--- config.mk ---
export PLATFORM = sky130hd
export DESIGN_NAME = arm_alu_regfile
export DESIGN_NICKNAME = d
export VERILOG_FILES = /design/src/rtl/arm_alu_regfile.sv
export SDC_FILE = /design/constraint.sdc
export NUM_CORES = 2
export LEC_CHECK = 0
export BUFFER_PORTS_ARGS = -buffer_cell sky130_fd_sc_hd__buf_2
export CAP_MARGIN = 20
export CELL_PAD_IN_SITES_DETAIL_PLACEMENT = 1
export CELL_PAD_IN_SITES_GLOBAL_PLACEMENT = 1
export CORE_MARGIN = 4
export CORE_UTILIZATION = 40
export CTS_CLUSTER_SIZE = 14
export DETAILED_ROUTE_END_ITERATION = 6
export PLACE_DENSITY = 0.71
export SLEW_MARGIN = 20
export SYNTH_ARGS = -nofsm -noshare
export SYNTH_HDL_FRONTEND = slang
export SYNTH_SLANG_ARGS = --single-unit
--- constraint.sdc ---
create_clock -name Clk -period 47.1 [get_ports Clk]
set_clock_uncertainty 0.1 [all_clocks]
set_input_delay 2.355 -clock Clk [delete_from_list [all_inputs] [get_ports Clk]]
set_output_delay 2.355 -clock Clk [all_outputs]
set_load 0.005 [all_outputs]
--- src/rtl/arm_alu_regfile.sv ---
// arm_alu_regfile: 16x32 register file (R15 = PC) feeding a combinational ARM-style ALU
// Ports:
//   Clk, RESET       clock, asynchronous active-high reset (clears all registers)
//   Pcin, LOADPC     PC load value and its write enable into R15
//   RSLCT            [3:0] Rn(IR), [7:4] Rm, [11:8] Rs, [15:12] Rd, [19:16] Rn(CU)
//   IR_CU            1 selects Rn from RSLCT[3:0], 0 from RSLCT[19:16]
//   LOAD             write Out into R[Rd]
//   OP, FLAGS, S     ALU opcode, incoming NZCV, flag update enable
//   ALU_OUT          ALU result output enable (0 forces Out and write data to 0)
//   Rn, Rm, Rs       read-port data
//   PCout            R15 contents
//   Out, FLAGS_OUT   ALU result / write data, NZCV result
// Build option: define ALU_MUL_EN to make OP=20 a 32-bit low-half multiply.
module arm_alu_regfile (
   input  logic        Clk,
   input  logic        RESET,
   input  logic [31:0] Pcin,
   input  logic [19:0] RSLCT,
   input  logic        LOADPC,
   input  logic        LOAD,
   input  logic        IR_CU,
   input  logic [4:0]  OP,
   input  logic [3:0]  FLAGS,
   input  logic        S,
   input  logic        ALU_OUT,
   output logic [31:0] Rn,
   output logic [31:0] Rm,
   output logic [31:0] Rs,
   output logic [31:0] PCout,
   output logic [31:0] Out,
   output logic [3:0]  FLAGS_OUT
);
   logic [31:0] r [16];
   logic [3:0]  rn_sel;
   logic [31:0] x, y, res;
   logic [32:0] sum;
   logic        ci, ar, v;

   assign rn_sel = IR_CU ? RSLCT[3:0] : RSLCT[19:16];
   assign Rn     = r[rn_sel];
   assign Rm     = r[RSLCT[7:4]];
   assign Rs     = r[RSLCT[11:8]];
   assign PCout  = r[15];

   // The PC load is placed last so it overrides a LOAD that also targets R15.
   always_ff @(posedge Clk or posedge RESET) begin
      if (RESET) begin
         for (int i = 0; i < 16; i++) r[i] <= '0;
      end else begin
         if (LOAD) r[RSLCT[15:12]] <= Out;
         if (LOADPC) r[15] <= Pcin;
      end
   end

   // Every arithmetic op is x + y + ci; subtracts invert one operand so C = NOT borrow.
   always_comb begin
      x  = Rn;
      y  = Rm;
      ci = 1'b0;
      ar = 1'b1;
      case (OP)
         5'd2, 5'd10: begin y = ~Rm; ci = 1'b1; end
         5'd3:        begin x = Rm; y = ~Rn; ci = 1'b1; end
         5'd5:        ci = FLAGS[1];
         5'd6:        begin y = ~Rm; ci = FLAGS[1]; end
         5'd7:        begin x = Rm; y = ~Rn; ci = FLAGS[1]; end
         5'd16:       y = 32'd4;
         5'd19:       begin x = Rm; y = 32'd4; end
         5'd4, 5'd11: ;
         default:     ar = 1'b0;
      endcase
      sum = {1'b0, x} + {1'b0, y} + {32'd0, ci};
      v   = (x[31] == y[31]) && (sum[31] != x[31]);
      case (OP)
         5'd0, 5'd8: res = Rn & Rm;
         5'd1, 5'd9: res = Rn ^ Rm;
         5'd12:      res = Rn | Rm;
         5'd13:      res = Rm;
         5'd14:      res = Rn & ~Rm;
         5'd15:      res = ~Rm;
         5'd17:      res = Rn;
         5'd18:      res = Rm;
`ifdef ALU_MUL_EN
         5'd20:      res = Rn * Rm;
`endif
         default:    res = ar ? sum[31:0] : 32'd0;
      endcase
   end

   assign Out       = ALU_OUT ? res : 32'd0;
   assign FLAGS_OUT = S ? {res[31], res == 32'd0, ar ? sum[32] : FLAGS[1], ar ? v : FLAGS[0]} : FLAGS;
endmodule

==> results.tsv <==
metric	value	unit
status	completed	
power_density	36.67	nW/um^2
max_stage_delay	0.74	ns
synth_top_area_share	35.37	%
cp-end-kind	output port	
synth_edf_count	0	
gp_congestion	0.9288	
ys_types	92	
synthTopCellsByArea	dfrtp_1 (35%), mux4_2 (25%), o21ai_0 (7.2%), nand2_1 (6.8%), clkbuf_1 (2.4%)	
layout-drive-gt1-share	26.66	%
pwr-share-comb	28.1	%
cpMostUsedCell	buf_2	
htreeDepth	2	
fp.dieW	308.9	um
wirelength	139900	um
grt_pass1_wl	208800	um
antenna_found_initial	1	
syn_area	36220	um^2
finalCriticalPeriod	11.77	ns
core-area	89870	um^2
maxCapViolCount	0	
postSynthCellCount	3435	
area_growth	9.896	%
die_area	95430	um^2
r2r_slack	40.85	ns
sw_frac_of_total	34.22	%
worstPathArrival	9.31	ns
ys_ff_latch	512	
place_inst	4568	
final_common_cell	nand2_1	
holdCritPathClass	flop to flop	
postCtsResizedCells	0	
syn_area_per_cell	10.55	um^2
cts.clk_slew.worst_paths	0.06	ns
first_global_vias	31070	
cts_tree	built	
drtPass1Iterations	6	
stdcell_count	4676	
fmax	84.98	MHz
dpl.hpwl	87080	um
path_class	input port to output port	
clockRootBuffer	clkbuf_16	
startpoint_type	input port	
hold_buffers	0	
finalCritPeriodShare	24.98	%
dieHeight	308.9	um
p_clk_share	33.3	%
cts_buffers	59	
row_count	110	
cp.required	44.65	ns
seq_area_frac_synth	35.37	%
synth_ff_type	dfrtp_1	
crit_chain	buf_2, mux2i_4, buf_4, buf_12, mux4_2, mux2i_1, nor2_1, o21bai_1, nand2_1, o21ai_0, ha_1, and4_1, and3_1, a22oi_1, a31o_2, a211oi_1, nor3_1, o2111ai_1, o311a_1, nor4bb_1, nand4_1, o32ai_2, buf_2	
power_leakage	17.11	nW
wl_per_cell	29.91	um
report.final.setup_viol	0	
grt_start_max_net_pins	171	
insertion_delay	0.65	ns
layout_common_cells	nand2_1 (649), o21ai_0 (521), dfrtp_1 (512)	
crit_fanout	81	
power.internal	0.0009601	W
nNetsFinal	3586	
avgViaCountPerCell	6.531	
async_flop_share	100.0	%
ys.warnings.count	0	
slowest_stage	buf_4	
clock-sinks	512	
ios	232	
hold_violations	0	
grt-ovfl-total	0	
rsz0062_at_grt	false	
max_slew_margin	24.62	%
peakVddDrop	0.00002932	V
start_util	40.30	%
power.switching	0.0004995	W
seqPwrFrac	38.6	%
drv_slew	0	
cts_setup_buffers	0	
numPortBuffers	231	
post-route-drc-count	0	
drt-initial-drc-count	3420	
vias	30540	
final_antenna_net_count	0	
yosys.area.top_type	dfrtp_1	
grtUsageTotal	29.01	%
tightestPinTransition	1.128	ns
clockBufferDepth	3	
tns	0	ns
power	0.001460	W
syn_nets	3568	
Yosys cell counts (11+ instances only):
cell and count:
nor2_1 130, mux4_1 28, buf_1 14, ha_1 63
nand3_1 14, a22oi_1 57, nand2_1 661, inv_1 98
mux2i_1 84, nor2b_1 13, nand2b_1 13, o2111ai_1 18
o21ai_0 521, a21o_1 11, mux2_2 59, a21oi_1 130
a211oi_1 21, buf_2 35, buf_6 20, nor3_1 12
mux4_2 399, a31oi_1 19, dfrtp_1 512, and2_1 19
clkbuf_1 227, o31ai_1 35, buf_4 42
cell families after synthesis:
kind of cell	after synthesis	synth area share, %
AND/OR/NAND/NOR	922	10.56
flip-flops	512	35.37
adder cells (fa/ha/maj)	65	2.287
AO/OA/AOI/OAI	892	14.16
XOR/XNOR	16	0.3869
buffers and inverters	455	6.100
multiplexers	573	31.13
worst max-delay path: cells and delay by family:
family          cells  cell delay [ns]
buf+inv             4             1.69
fa+ha+maj           1             0.43
compound gates      8             2.06
mux                 3             1.26
simple gates        7             1.22
stage by stage:
| step | instance area, um^2 | hold slack [ns] | worst slack (ns) | util [%] |
|---|---|---|---|---|
| detailed placement | 37820 | 0.4083 | 35.44 | 42.08 |
| CTS | 39800 | 0.4243 | 35.38 | 44.29 |
| global placement | 37820 | 0.3936 | 35.54 | 42.08 |
| finish | 39810 | 0.4235 | 35.33 | 44.29 |
| floorplan | 36220 | 0.3715 | 30.35 | - |
| global route | 39800 | 0.4576 | 34.93 | 44.29 |
power groups by stage:
stage | registers (W) | clock network (W) | logic, W
global route | 0.000570 | 0.000509 | 0.000446
CTS | 0.000560 | 0.000493 | 0.000409
detailed placement | 0.000567 | 0 | 0.000406
global placement | 0.000561 | 0 | 0.000395
floorplan | 0.000542 | 0 | 0.000289
finish | 0.000563 | 0.000485 | 0.000411
routing by layer:
layer	vias to the layer above	part of all wire [%]	GRT usage, %
met5	-	0	0
met4	0	4.0	10.31
met3	299	8.6	5.724
met2	1519	45	44.84
met1	15920	42	41.09
li1	12800	-	-
cell type report:
cell class                      instances  area, um^2
Fill cell                            9809       50070
Multi-Input combinational cell       2468       21330
Sequential cell                       512       12810
Timing Repair Buffer                  308        1805
Clock buffer                           82        1643
Tap cell                             1176        1471
Inverter                              104       397.9
Clock inverter                         25       342.8
Antenna cell                            1       2.502
state kept, by name, indices dropped and copies added (netlist names):
| signal | cells |
|---|---|
| r | 480 |
| PCout | 32 |
final timing paths:
kind / start / endpoint / depth (start not counted)
max reg2reg: PCout[0]$_DFFE_PP0P_ / PCout[30]$_DFFE_PP0P_ / 21
max in group asynchronous: RESET / r[415]$_DFFE_PP0P_ / 6
max: IR_CU / FLAGS_OUT[2] / 23
min in group asynchronous: RESET / PCout[9]$_DFFE_PP0P_ / 2
min: r[511]$_DFFE_PP0P_ / r[511]$_DFFE_PP0P_ / 2
min reg2reg: r[511]$_DFFE_PP0P_ / r[511]$_DFFE_PP0P_ / 2
Power figures use the tool's default switching activity.
